$ cat config.mk
export PLATFORM = sky130hd
export DESIGN_NAME = shot_score_keeper
export DESIGN_NICKNAME = d
export VERILOG_FILES = /design/src/rtl/battleship_pkg.sv /design/src/rtl/key_press_sync.sv /design/src/rtl/shot_score_keeper.sv
export SDC_FILE = /design/constraint.sdc
export NUM_CORES = 1
export LEC_CHECK = 0
export BUFFER_PORTS_ARGS = -buffer_cell sky130_fd_sc_hd__buf_2
export CAP_MARGIN = 25
export CORE_ASPECT_RATIO = 0.75
export CORE_MARGIN = 5
export CORE_UTILIZATION = 46
export DETAILED_ROUTE_END_ITERATION = 12
export SLEW_MARGIN = 25
export SYNTH_ARGS = -nofsm -noshare
export SYNTH_HDL_FRONTEND = slang
export SYNTH_HIERARCHICAL = 1
export SYNTH_SLANG_ARGS = --single-unit
$ cat constraint.sdc
create_clock -name clock -period 7.1 [get_ports clock]
set_input_delay 0.71 -clock clock [delete_from_list [all_inputs] [get_ports clock]]
set_output_delay 0.71 -clock clock [all_outputs]
set_load 0.01 [all_outputs]
$ cat src/rtl/battleship_pkg.sv
// rtl/battleship_pkg.sv - shared ship classes, board size and scoring FSM states
package battleship_pkg;

  localparam int BOARD_DIM   = 10;
  localparam int NUM_CLASSES = 5;

  typedef enum logic [2:0] {
    PATROL     = 3'd0,
    SUBMARINE  = 3'd1,
    DESTROYER  = 3'd2,
    BATTLESHIP = 3'd3,
    CARRIER    = 3'd4
  } ship_class_e;

  localparam logic [2:0] SHIP_CELLS [NUM_CLASSES] = '{3'd4, 3'd3, 3'd3, 3'd4, 3'd5};

  typedef enum logic [1:0] {
    IDLE    = 2'd0,
    SCORE   = 2'd1,
    RELEASE = 2'd2
  } state_e;

  // The checker may flag several classes; the lowest one is credited.
  function automatic ship_class_e lowest_set(input logic [NUM_CLASSES-1:0] v);
    ship_class_e r;
    r = PATROL;
    for (int i = NUM_CLASSES - 1; i >= 0; i--) begin
      if (v[i]) r = ship_class_e'(3'(i));
    end
    return r;
  endfunction

endpackage

$ cat src/rtl/key_press_sync.sv
// rtl/key_press_sync.sv - two-flop synchronizer and falling-edge press pulse for an active-low key
module key_press_sync (
  input  logic clock,
  input  logic reset_L,
  input  logic key_L,
  output logic key_sync_L,
  output logic press
);

  logic meta_q, sync_q, prev_q;

  always_ff @(posedge clock or negedge reset_L) begin
    if (!reset_L) begin
      meta_q <= 1'b1;
      sync_q <= 1'b1;
      prev_q <= 1'b1;
    end else begin
      meta_q <= key_L;
      sync_q <= meta_q;
      prev_q <= sync_q;
    end
  end

  assign key_sync_L = sync_q;
  assign press      = prev_q & ~sync_q;

endmodule

$ cat src/rtl/shot_score_keeper.sv
// rtl/shot_score_keeper.sv - scores one shot per key press and keeps game state; SHOT_LIMIT_EN adds a shot budget
module shot_score_keeper
  import battleship_pkg::*;
#(
  parameter int BIG_BOMBS   = 2,
  parameter int TOTAL_CELLS = 19
`ifdef SHOT_LIMIT_EN
  , parameter int MAX_SHOTS = 30
`endif
) (
  input  logic       clock,
  input  logic       reset_L,
  input  logic       score_L,
  input  logic [3:0] x,
  input  logic [3:0] y,
  input  logic       big,
  input  logic       something_wrong,
  input  logic       is_hit,
  input  logic       is_near_miss,
  input  logic       is_miss,
  input  logic [4:0] biggest_ship,
  output logic       shot_done,
  output logic       reject,
  output logic       repeat_shot,
  output logic       hit_led,
  output logic       near_led,
  output logic       miss_led,
  output logic [4:0] ship_hit,
  output logic [4:0] ship_sunk,
  output logic [4:0] num_hits,
  output logic [3:0] hits_ones,
  output logic [3:0] hits_tens,
  output logic [1:0] big_left,
  output logic       game_over
`ifdef SHOT_LIMIT_EN
  , output logic [4:0] shots_left
`endif
);

  logic key_sync_L, press;

  key_press_sync u_sync (
    .clock     (clock),
    .reset_L   (reset_L),
    .key_L     (score_L),
    .key_sync_L(key_sync_L),
    .press     (press)
  );

  state_e     state_q, state_d;
  logic [3:0] x_q, x_d, y_q, y_d;
  logic       big_q, big_d, wrong_q, wrong_d;
  logic       hit_q, hit_d, near_q, near_d, miss_q, miss_d;
  logic [4:0] ship_q, ship_d;
  logic       shot_done_q, shot_done_d, reject_q, reject_d, repeat_q, repeat_d;
  logic       hit_led_q, hit_led_d, near_led_q, near_led_d, miss_led_q, miss_led_d;
  logic [4:0] ship_hit_q, ship_hit_d, num_hits_q, num_hits_d;
  logic [1:0] big_left_q, big_left_d;
  logic       game_over_q, game_over_d;
  logic [BOARD_DIM*BOARD_DIM-1:0] fired_q, fired_d;
  logic [2:0] cnt_q [NUM_CLASSES];
  logic [2:0] cnt_d [NUM_CLASSES];
`ifdef SHOT_LIMIT_EN
  logic [4:0] shots_left_q, shots_left_d;
`endif

  logic        in_range;
  logic [6:0]  cell_idx;
  ship_class_e cls;

  assign in_range = (x_q >= 4'd1) && (x_q <= 4'(BOARD_DIM)) &&
                    (y_q >= 4'd1) && (y_q <= 4'(BOARD_DIM));
  assign cell_idx = ({3'b0, y_q} - 7'd1) * 7'(BOARD_DIM) + {3'b0, x_q} - 7'd1;
  assign cls      = lowest_set(ship_q);

  always_comb begin
    state_d      = state_q;
    x_d          = x_q;
    y_d          = y_q;
    big_d        = big_q;
    wrong_d      = wrong_q;
    hit_d        = hit_q;
    near_d       = near_q;
    miss_d       = miss_q;
    ship_d       = ship_q;
    shot_done_d  = 1'b0;
    reject_d     = reject_q;
    repeat_d     = repeat_q;
    hit_led_d    = hit_led_q;
    near_led_d   = near_led_q;
    miss_led_d   = miss_led_q;
    ship_hit_d   = ship_hit_q;
    num_hits_d   = num_hits_q;
    big_left_d   = big_left_q;
    fired_d      = fired_q;
    cnt_d        = cnt_q;
    game_over_d  = game_over_q | (num_hits_q == 5'(TOTAL_CELLS));
`ifdef SHOT_LIMIT_EN
    shots_left_d = shots_left_q;
    game_over_d  = game_over_d | (shots_left_q == 5'd0);
`endif
    case (state_q)
      IDLE: begin
        if (press) begin
          x_d      = x;
          y_d      = y;
          big_d    = big;
          wrong_d  = something_wrong;
          hit_d    = is_hit;
          near_d   = is_near_miss;
          miss_d   = is_miss;
          ship_d   = biggest_ship;
          reject_d = 1'b0;
          repeat_d = 1'b0;
          state_d  = SCORE;
        end
      end
      SCORE: begin
        shot_done_d = 1'b1;
        state_d     = RELEASE;
        if (game_over_q || wrong_q || !in_range || (big_q && big_left_q == 2'd0)) begin
          reject_d = 1'b1;
        end else begin
          hit_led_d  = hit_q;
          near_led_d = near_q;
          miss_led_d = miss_q;
          ship_hit_d = ship_q;
          if (big_q) big_left_d = big_left_q - 2'd1;
`ifdef SHOT_LIMIT_EN
          if (shots_left_q != 5'd0) shots_left_d = shots_left_q - 5'd1;
`endif
          if (fired_q[cell_idx]) begin
            repeat_d = 1'b1;
          end else begin
            fired_d[cell_idx] = 1'b1;
            if (hit_q) begin
              if (num_hits_q < 5'(TOTAL_CELLS)) num_hits_d = num_hits_q + 5'd1;
              if (|ship_q && cnt_q[cls] < SHIP_CELLS[cls]) cnt_d[cls] = cnt_q[cls] + 3'd1;
            end
          end
        end
      end
      RELEASE: begin
        if (key_sync_L) state_d = IDLE;
      end
      default: state_d = IDLE;
    endcase
  end

  always_ff @(posedge clock or negedge reset_L) begin
    if (!reset_L) begin
      state_q      <= IDLE;
      x_q          <= '0;
      y_q          <= '0;
      big_q        <= 1'b0;
      wrong_q      <= 1'b0;
      hit_q        <= 1'b0;
      near_q       <= 1'b0;
      miss_q       <= 1'b0;
      ship_q       <= '0;
      shot_done_q  <= 1'b0;
      reject_q     <= 1'b0;
      repeat_q     <= 1'b0;
      hit_led_q    <= 1'b0;
      near_led_q   <= 1'b0;
      miss_led_q   <= 1'b0;
      ship_hit_q   <= '0;
      num_hits_q   <= '0;
      big_left_q   <= 2'(BIG_BOMBS);
      game_over_q  <= 1'b0;
      fired_q      <= '0;
      for (int k = 0; k < NUM_CLASSES; k++) cnt_q[k] <= '0;
`ifdef SHOT_LIMIT_EN
      shots_left_q <= 5'(MAX_SHOTS);
`endif
    end else begin
      state_q      <= state_d;
      x_q          <= x_d;
      y_q          <= y_d;
      big_q        <= big_d;
      wrong_q      <= wrong_d;
      hit_q        <= hit_d;
      near_q       <= near_d;
      miss_q       <= miss_d;
      ship_q       <= ship_d;
      shot_done_q  <= shot_done_d;
      reject_q     <= reject_d;
      repeat_q     <= repeat_d;
      hit_led_q    <= hit_led_d;
      near_led_q   <= near_led_d;
      miss_led_q   <= miss_led_d;
      ship_hit_q   <= ship_hit_d;
      num_hits_q   <= num_hits_d;
      big_left_q   <= big_left_d;
      game_over_q  <= game_over_d;
      fired_q      <= fired_d;
      cnt_q        <= cnt_d;
`ifdef SHOT_LIMIT_EN
      shots_left_q <= shots_left_d;
`endif
    end
  end

  for (genvar k = 0; k < NUM_CLASSES; k++) begin : g_sunk
    assign ship_sunk[k] = (cnt_q[k] == SHIP_CELLS[k]);
  end

  assign shot_done   = shot_done_q;
  assign reject      = reject_q;
  assign repeat_shot = repeat_q;
  assign hit_led     = hit_led_q;
  assign near_led    = near_led_q;
  assign miss_led    = miss_led_q;
  assign ship_hit    = ship_hit_q;
  assign num_hits    = num_hits_q;
  assign hits_tens   = (num_hits_q >= 5'd10) ? 4'd1 : 4'd0;
  assign hits_ones   = (num_hits_q >= 5'd10) ? 4'(num_hits_q - 5'd10) : 4'(num_hits_q);
  assign big_left    = big_left_q;
  assign game_over   = game_over_q;
`ifdef SHOT_LIMIT_EN
  assign shots_left  = shots_left_q;
`endif

endmodule

==> results.sh, run 1 <==
export IMPL_io_pins=53
export IMPL_use_met2_pct=29.9
export IMPL_netlist_instances=676
export IMPL_die_area_um2=19700
export IMPL_cts_hold_repair_buffers=0
export IMPL_setup_tns_final_ps=0
export IMPL_rsz0062_at_grt="false"
export IMPL_worstSetupStartpointType="register"
export IMPL_drt_first_pass_iters=5
export IMPL_synth_edf_count=0
export IMPL_post_route_drc_count=0
export IMPL_use_met1_pct=29.4
export IMPL_min_path_type="primary input to asynchronous set/reset pin"
export IMPL_ys_seq_area_share_pct=50.5
export IMPL_cpLargestDelayFamily="adder cells"
export IMPL_slowest_stage="fa_1"
export IMPL_vias=5490
export IMPL_cap_violations=0
export IMPL_post_cts_setup_buffer_count=0
export IMPL_use_met3_pct=5.30
export IMPL_grt_pass1_wl_mm=31.1
export IMPL_root_buffer="clkbuf_16"
export IMPL_grt_max_degree=86
export IMPL_r2r_start="y_q[0]"
export IMPL_coreArea_um2=16700
export IMPL_gpl_final_weighted_congestion=0.900
export IMPL_crit_cells=13
export IMPL_min_period_over_period_pct=78.2
export IMPL_clkSinkCount=157
export IMPL_routed_wl_mm=18.7
export IMPL_crit_chain="inv_1 -> ha_1 -> ha_1 -> inv_1 -> fa_1 -> inv_2 -> a221o_1 -> a221oi_1 -> nor4b_1 -> a211oi_1 -> nand2b_1 -> or4b_1 -> o21bai_1"
export IMPL_critPathBufInv=3
export IMPL_critPathKind="register to register"
export IMPL_cts_max_path_buffers=2
export IMPL_die_y_um=123
export IMPL_clk_pin_slew_ps=70
export IMPL_max_stage_delay_ps=1170
export IMPL_layout_nets=765
export IMPL_htreeDepth=4
export IMPL_fin_util_pct=52.4
export IMPL_critPathLaunch="y_q[0]"
export IMPL_dieWidth_um=160
export IMPL_synthArstFlopShare_pct=100
export IMPL_synth_seq_cells=157
export IMPL_final_cell_mix="dfrtp_1, o21bai_1, nand2_1, buf_2"
export IMPL_initial_core_util_pct=46.6
export IMPL_cp_max_fo=26
export IMPL_avgViaCountPerCell=5.80
export IMPL_numCtsBuffers=17
export IMPL_period_minus_slack_ps=5550
export IMPL_antenna_found_initial=0
export IMPL_cp_end_kind="register"
export IMPL_dp_hpwl_mm=13.2
export IMPL_timing_rr_end="fired_q[29]"
export IMPL_layout_commonest_cell="dfrtp_1"
export IMPL_whs_ps=334
export IMPL_maxSlewHeadroom_pct=36.9
export IMPL_wire_per_inst_um=19.8
export IMPL_grt_pass1_vias=5654
export IMPL_max_freq_ghz=0.180
export IMPL_worst_slew_pin_slew_ps=945
export IMPL_synth_avg_cell_area_um2=11.5
export IMPL_drv_slew=0
export IMPL_status="complete, no violations"
export IMPL_grt_usage_pct=20.2
export IMPL_syn_area_um2=7790
export IMPL_synth_distinct_cells=72
export IMPL_critPathRequiredTime_ps=7440
export IMPL_top_usage_layer="met2"
export IMPL_clock_skew_ps=8.95
export IMPL_r2r_slack_ps=1550
export IMPL_cts_resized=0
export IMPL_syn2layout_area_growth_pct=12.6
export IMPL_worst_endpoint_arrival_ps=5890
export IMPL_reg2reg_depth=13
export IMPL_drtIter0Drc=416
export IMPL_timing_final_hold_violations=0
export IMPL_yosysWarningCount=6
export IMPL_setup_viol=0
export IMPL_yosys_most_used_dff="dfrtp_1"
export IMPL_route_antenna_remaining_nets=0
export IMPL_diodes=0
export IMPL_placementRows=41
export IMPL_layout_drive_gt1_share_pct=24.3
export IMPL_overflow=0
export IMPL_port_buffers=49
export IMPL_clk_latency_ps=430
export IMPL_cts_tree="yes"
[metrics by stage]
step | setup WS, ps | instances | area [um2]
after CTS | 1600 | 947 | 8760
after global placement | 1380 | 915 | 8190
final | 1550 | 947 | 8770
after floorplan | 2810 | 678 | 7790
after detailed placement | 1600 | 915 | 8200
after global routing | 1260 | 947 | 8770
[kinds of logic (layout without fill, tap and decap cells)]
group,after synthesis,after routing,share of synthesized area [%]
AOI/OAI and AO/OA,194,194,18.9
xor gates and xnor gates,19,19,2.57
adders and majority gates,25,25,4.21
buffers and inverters,66,120,3.84
DFF,157,157,50.5
muxes,59,59,10.1
other,1,3,0.0482
and+or+nand+nor,155,155,9.77
[worst register-to-register path, stage by stage, from the launching register on]
cell	delay [ps]
dfrtp_1	430
inv_1	120
ha_1	340
ha_1	280
inv_1	70
fa_1	1170
inv_2	340
a221o_1	410
a221oi_1	300
nor4b_1	90
a211oi_1	550
nand2b_1	350
or4b_1	770
o21bai_1	260
[final cells by class]
type                            count  area, um2
Clock inverter                     14        124
Inverter                           34        128
Multi-Input combinational cell    455       3580
Clock buffer                       18        439
Fill cell                        1490       7960
Timing Repair Buffer               54        293
Sequential cell                   157       3940
Tap cell                          215        269
[flip-flops by register name (all words and copies together) (netlist names), 2 cells and up]
| signal | cells |
|---|---|
| x_q | 4 |
| ship_q | 5 |
| ship_hit | 5 |
| y_q | 4 |
| num_hits | 5 |
| state_q | 2 |
| fired_q | 100 |
| cnt_q | 15 |
| big_left | 2 |
[cell usage after synthesis (all sizes together), types with 14 or more instances]
library cell	instances	area, um2
dfrtp	153	3830
o21bai	76	608
nand2	59	221
mux2	38	428
nor2	36	135
inv	34	128
o21ai	25	125
ha	23	288
buf	19	123
a21oi	15	75.1
a21o	14	105
a31o	14	123
[routing by layer]
metal	vias to the layer above	share of wire, %	wire length, um
met5	-	0	0
met1	2803	50	9260
met4	0	1.0	191
met2	157	44	8200
met3	17	5.6	1050
li1	2513	-	-
[worst max path at each step]
stage                  end  slack [ps]
2_1_floorplan  fired_q[31]        2810
3_3_place_gp   fired_q[52]        1380
3_5_place_dp   fired_q[45]        1600
4_1_cts        fired_q[29]        1600
5_1_grt        fired_q[45]        1260
6_report       fired_q[29]        1550
Power of run 1 is not shown: default switching activity piles up to over one toggle a cycle in this logic, so the estimate is an artifact.
==> inputs of run 2 (changes only) <==
--- a/config.mk
+++ b/config.mk
@@ -5,6 +5,7 @@
 export SDC_FILE = /design/constraint.sdc
 export NUM_CORES = 1
 export LEC_CHECK = 0
+export ABC_AREA = 1
 export BUFFER_PORTS_ARGS = -buffer_cell sky130_fd_sc_hd__buf_2
 export CAP_MARGIN = 25
 export CORE_ASPECT_RATIO = 0.75
==> constraint.sdc (replaced) <==
create_clock -name clock -period 5.3 [get_ports clock]
set_input_delay 0.53 -clock clock [delete_from_list [all_inputs] [get_ports clock]]
set_output_delay 0.53 -clock clock [all_outputs]
set_load 0.01 [all_outputs]
==> results.sh, run 2 <==
export IMPL_status="complete, no violations"
export IMPL_ir_drop_mv=0.384
export IMPL_numCtsBuffers=17
export IMPL_final_cell_mix="nand2_1, dfrtp_1, inv_1, o21ai_0, o21bai_1"
export IMPL_port_buffers=49
export IMPL_dp_hpwl_mm=13.3
export IMPL_wire_per_inst_um=14.9
export IMPL_yosys_most_used_dff="dfrtp_1"
export IMPL_syn_area_um2=8260
export IMPL_cts_tree="yes"
export IMPL_htreeDepth=4
export IMPL_critPathRequiredTime_ps=5640
export IMPL_layout_commonest_cell="nand2_1"
export IMPL_cts_resized=0
export IMPL_grt_pass1_vias=6420
export IMPL_root_buffer="clkbuf_16"
export IMPL_p_seq_share_pct=28.3
export IMPL_coreArea_um2=17700
export IMPL_n_fill_cell=1729
export IMPL_clkSinkCount=157
export IMPL_rsz0062_at_grt="false"
export IMPL_min_path_type="primary input to asynchronous set/reset pin"
export IMPL_initial_core_util_pct=46.8
export IMPL_max_freq_ghz=0.225
export IMPL_timing_final_hold_violations=0
export IMPL_routed_wl_mm=20.1
export IMPL_leakage_nw=4.58
export IMPL_drv_slew=0
export IMPL_grt_usage_pct=20.5
export IMPL_cap_violations=0
export IMPL_top_usage_layer="met1"
export IMPL_vias=6804
export IMPL_fin_util_pct=52.6
export IMPL_p_sw_mw=2.85
export IMPL_placementRows=42
export IMPL_diodes=0
export IMPL_setup_viol=0
export IMPL_drt_first_pass_iters=5
export IMPL_regMostFlops="fired_q"
export IMPL_layout_drive_gt1_share_pct=10.0
export IMPL_synth_avg_cell_area_um2=7.84
export IMPL_synth_largest_area_cell="dfrtp_1"
export IMPL_cp_end_kind="register"
export IMPL_cts_hold_repair_buffers=0
export IMPL_setup_tns_final_ps=0
export IMPL_synthArstFlopShare_pct=100
export IMPL_synth_distinct_cells=36
export IMPL_route_antenna_remaining_nets=0
export IMPL_post_route_drc_count=0
export IMPL_largest_register_ffs=100
export IMPL_use_met3_pct=5.00
export IMPL_worst_endpoint_arrival_ps=4780
export IMPL_synthTopCellsByCount="nand2_1, dfrtp_1, inv_1"
export IMPL_drtIter0Drc=565
export IMPL_switching_share_pct=48.5
export IMPL_antenna_found_initial=0
export IMPL_die_y_um=126
export IMPL_min_period_over_period_pct=83.7
export IMPL_period_minus_slack_ps=4440
export IMPL_synth_compound_area_share_pct=13.7
export IMPL_cts_max_path_buffers=2
export IMPL_synth_simple_area_share_pct=24.8
export IMPL_synth_seq_cells=157
export IMPL_netlist_instances=1054
export IMPL_fin_area_um2=9290
export IMPL_synth_xor_area_share_pct=0.833
export IMPL_post_cts_setup_buffer_count=0
export IMPL_synth_fa_ha_area_share_pct=3.97
export IMPL_die_area_um2=20800
export IMPL_power_frac_clock_pct=21.1
export IMPL_io_pins=53
export IMPL_clk_latency_ps=430
export IMPL_grt_max_degree=101
export IMPL_yosys_mux_area_fraction_pct=0.409
export IMPL_synth_top_family_by_area="simple AND/OR/NAND/NOR gates"
export IMPL_gpl_final_weighted_congestion=0.894
export IMPL_avgViaCountPerCell=5.05
export IMPL_synth_edf_count=0
export IMPL_clock_skew_ps=13.4
export IMPL_layout_nets=1140
export IMPL_clk_pin_slew_ps=60
export IMPL_cellInternalPower_mw=3.02
export IMPL_syn2layout_area_growth_pct=12.4
export IMPL_overflow=0
export IMPL_critPathKind="register to register"
export IMPL_worstSetupStartpointType="register"
export IMPL_finalPower_mw=5.87
export IMPL_cp_max_fo=23
export IMPL_synth_top_area_share_pct=46.3
export IMPL_power_frac_comb_pct=50.5
export IMPL_yosysWarningCount=6
export IMPL_postPlaceCellArea_um2=8690
export IMPL_ys_seq_area_share_pct=47.6
export IMPL_use_met1_pct=32.6
export IMPL_synthMostInstantiatedCell="nand2_1"
export IMPL_use_met2_pct=27.6
export IMPL_synth_area_leaders="dfrtp_1, nand2_1, inv_1, o21bai_1, o21ai_0"
export IMPL_dieWidth_um=165
export IMPL_grt_pass1_wl_mm=33.8
export IMPL_maxSlewHeadroom_pct=40.6
export IMPL_power_density_nw_per_um2=632
export IMPL_top_regs="fired_q: 100 flops, cnt_q: 15 flops"
export IMPL_worst_slew_pin_slew_ps=890
[run 2: cell families (layout without fill, tap and decap cells)]
family | after synthesis | after routing
xor gates and xnor gates | 7 | 7
adders and majority gates | 25 | 25
other | 1 | 3
DFF | 157 | 157
and+or+nand+nor | 514 | 514
AOI/OAI and AO/OA | 181 | 181
buffers and inverters | 166 | 216
muxes | 3 | 3
[run 2: critical path, cell delays in order, from the launching register on]
cell	delay (ps)
dfrtp_1	400
inv_1	170
ha_1	290
ha_1	290
inv_1	60
fa_1	970
inv_1	450
nand2_1	180
nand2_1	90
nand2_1	60
nand2_1	50
o21ai_1	120
nand2_1	60
nand2_1	120
nand3_4	100
nor2_4	420
nand2_1	260
o21ai_0	250
[run 2: final cells by class]
type	count	area (um2)	share of cell area (%)
Sequential cell	157	3940	42.4
Multi-Input combinational cell	733	3630	39.1
Inverter	120	450	4.85
Clock buffer	20	447	4.81
Timing Repair Buffer	65	375	4.04
Tap cell	242	303	3.26
Clock inverter	11	144	1.55
[run 2: worst paths after layout]
kind | slack [ps] | start | depth (start not counted) | end
min in group clock | 210 | score_L | 1 | u_sync/meta_q
max in group asynchronous | 4040 | reset_L | 2 | x_q[0]
max reg2reg | 860 | y_q[0] | 17 | num_hits[4]
min | 140 | reset_L | 1 | num_hits[4]
max | 860 | y_q[0] | 17 | num_hits[4]
min reg2reg | 360 | u_sync/meta_q | 0 | u_sync/key_sync_L
[run 2: layer usage]
metal	up-vias	routed length, um	share of wire [%]
li1	3429	-	-
met1	3215	10700	53
met2	142	8270	41
met3	18	994	4.9
met4	0	225	1.1
met5	-	0	0
[run 2: power by group through the flow]
stage	Combinational [mW]	Sequential [mW]	Clock, mW
2_1_floorplan	2.01	1.67	0
4_1_cts	2.94	1.66	1.27
3_5_place_dp	2.93	1.68	0
3_3_place_gp	2.92	1.68	0
6_report	2.97	1.66	1.24
5_1_grt	3.30	1.70	1.33
[run 2: metrics by stage]
stage	hold WS, ps	setup WS (ps)	std cells
6_report	137	865	1348
5_1_grt	184	398	1348
4_1_cts	148	904	1348
3_5_place_dp	350	912	1317
3_3_place_gp	348	978	1317
2_1_floorplan	234	1950	1056
Note: power is estimated with default switching activity, not from simulation.
==> inputs of run 3 (changes only) <==
--- a/config.mk
+++ b/config.mk
@@ -5,7 +5,7 @@
 export SDC_FILE = /design/constraint.sdc
 export NUM_CORES = 1
 export LEC_CHECK = 0
-export ABC_AREA = 1
+export ABC_AREA = 0
 export BUFFER_PORTS_ARGS = -buffer_cell sky130_fd_sc_hd__buf_2
 export CAP_MARGIN = 25
 export CORE_ASPECT_RATIO = 0.75
==> constraint.sdc (replaced) <==
create_clock -name clock -period 4.6 [get_ports clock]
set_input_delay 0.46 -clock clock [delete_from_list [all_inputs] [get_ports clock]]
set_output_delay 0.46 -clock clock [all_outputs]
set_load 0.01 [all_outputs]
==> results.sh, run 3 (synthesis gave the netlist of run 1 again) <==
export IMPL_antenna_found_initial=1
export IMPL_clock_skew_ps=7.81
export IMPL_numCtsBuffers=17
export IMPL_overflow=0
export IMPL_critPathKind="register to register"
export IMPL_post_route_drc_count=0
export IMPL_cp_end_kind="register"
export IMPL_min_path_type="primary input to asynchronous set/reset pin"
export IMPL_htreeDepth=4
export IMPL_placementRows=41
export IMPL_maxSlewHeadroom_pct=49.7
export IMPL_clkSinkCount=157
export IMPL_die_area_um2=19700
export IMPL_regMostFlops="fired_q"
export IMPL_timing_rr_end="fired_q[29]"
export IMPL_drv_slew=0
export IMPL_gpl_final_weighted_congestion=0.994
export IMPL_avgViaCountPerCell=5.77
export IMPL_root_buffer="clkbuf_16"
export IMPL_largest_register_ffs=100
export IMPL_drt_first_pass_iters=4
export IMPL_clk_latency_ps=420
export IMPL_dp_hpwl_mm=14.5
export IMPL_port_buffers=49
export IMPL_worst_slew_pin_slew_ps=755
export IMPL_clk_pin_slew_ps=60
export IMPL_status="complete, no violations"
export IMPL_cts_tree="yes"
export IMPL_routed_wl_mm=20.3
export IMPL_grt_pass1_vias=5844
export IMPL_dieWidth_um=160
export IMPL_whs_ps=83.0
export IMPL_vias=5642
export IMPL_r2r_start="y_q[2]"
export IMPL_worst_endpoint_arrival_ps=4740
export IMPL_final_cell_mix="dfrtp_1, o21bai_1, nand2_1, buf_2, mux2_2"
export IMPL_die_y_um=123
export IMPL_cts_hold_repair_buffers=0
export IMPL_reg2reg_depth=14
export IMPL_max_freq_ghz=0.227
export IMPL_top_regs="fired_q: 100 flops, cnt_q: 15 flops"
export IMPL_io_pins=53
export IMPL_period_minus_slack_ps=4410
export IMPL_cts_max_path_buffers=2
export IMPL_critPathRequiredTime_ps=4930
export IMPL_grt_max_degree=82
export IMPL_cap_violations=0
export IMPL_timing_final_hold_violations=0
export IMPL_wire_per_inst_um=20.8
export IMPL_setup_viol=0
export IMPL_layout_nets=797
export IMPL_diodes=0
export IMPL_grt_usage_pct=21.7
export IMPL_route_antenna_remaining_nets=0
export IMPL_initial_core_util_pct=46.6
export IMPL_coreArea_um2=16700
export IMPL_syn2layout_area_growth_pct=17.3
export IMPL_worstSetupStartpointType="register"
export IMPL_cp_max_fo=12
export IMPL_layout_drive_gt1_share_pct=28.6
export IMPL_min_period_over_period_pct=95.8
export IMPL_layout_commonest_cell="dfrtp_1"
export IMPL_grt_pass1_wl_mm=32.9
export IMPL_r2r_slack_ps=190
export IMPL_drtIter0Drc=322
[run 3: metrics by stage]
stage               instances  setup slack (ps)  cell area [um2]  setup TNS, ps  utilization [%]
global route              977             -29.0             9140          -42.2             54.6
global placement          945              95.7             8470              0             50.7
floorplan                 678               314             7790              0                -
CTS                       975              1.88             9050              0             54.1
finish                    977               194             9140              0             54.6
detailed placement        945              69.0             8470              0             50.7
[run 3: metal layers]
metal  vias up  part of all wire, %  track usage [%]
met5         -                    0                0
met4         0                 0.87             4.78
met3        12                  6.0             6.31
met2       145                   43             31.0
met1      2903                   50             32.8
li1       2582                    -                -
[run 3: critical path: stages (launching register included)]
cell       delay (ps)
dfrtp_2           460
or4_4             550
nand2_1           110
ha_1              300
ha_1              210
inv_1              60
fa_1              510
xor2_2            290
xor2_2            180
o21ai_1           130
a2111oi_4         420
nor3_2            140
or4b_1            530
buf_4             220
o21bai_1          190
[run 3: layout make-up]
cell class                 instances  area, um2
clock buffer                      19        433
multi-input combinational        455       3630
sequential                       157       3940
fill                            1457       7590
timing repair buffer              86        592
inverter                          34        128
tap                              215        269
clock inverter                    11        144
[run 3: how the worst max path moves through the flow]
stage                 from          end  cells after the start
global route        y_q[2]  fired_q[29]                     14
CTS                 y_q[2]  fired_q[29]                     14
detailed placement  y_q[2]    cnt_q[10]                     13
finish              y_q[2]  fired_q[29]                     14
floorplan           y_q[2]  fired_q[31]                     15
global placement    y_q[0]  fired_q[12]                     17
[run 3: repair_timing]
item | 4_1_cts | 5_1_grt
endpoints found under the hold margin | 0 | 0
gates resized for setup | 0 | 16
setup buffers | 0 | 2
setup endpoints to repair | 0 | 120
Power of run 3 is left out for the same reason.
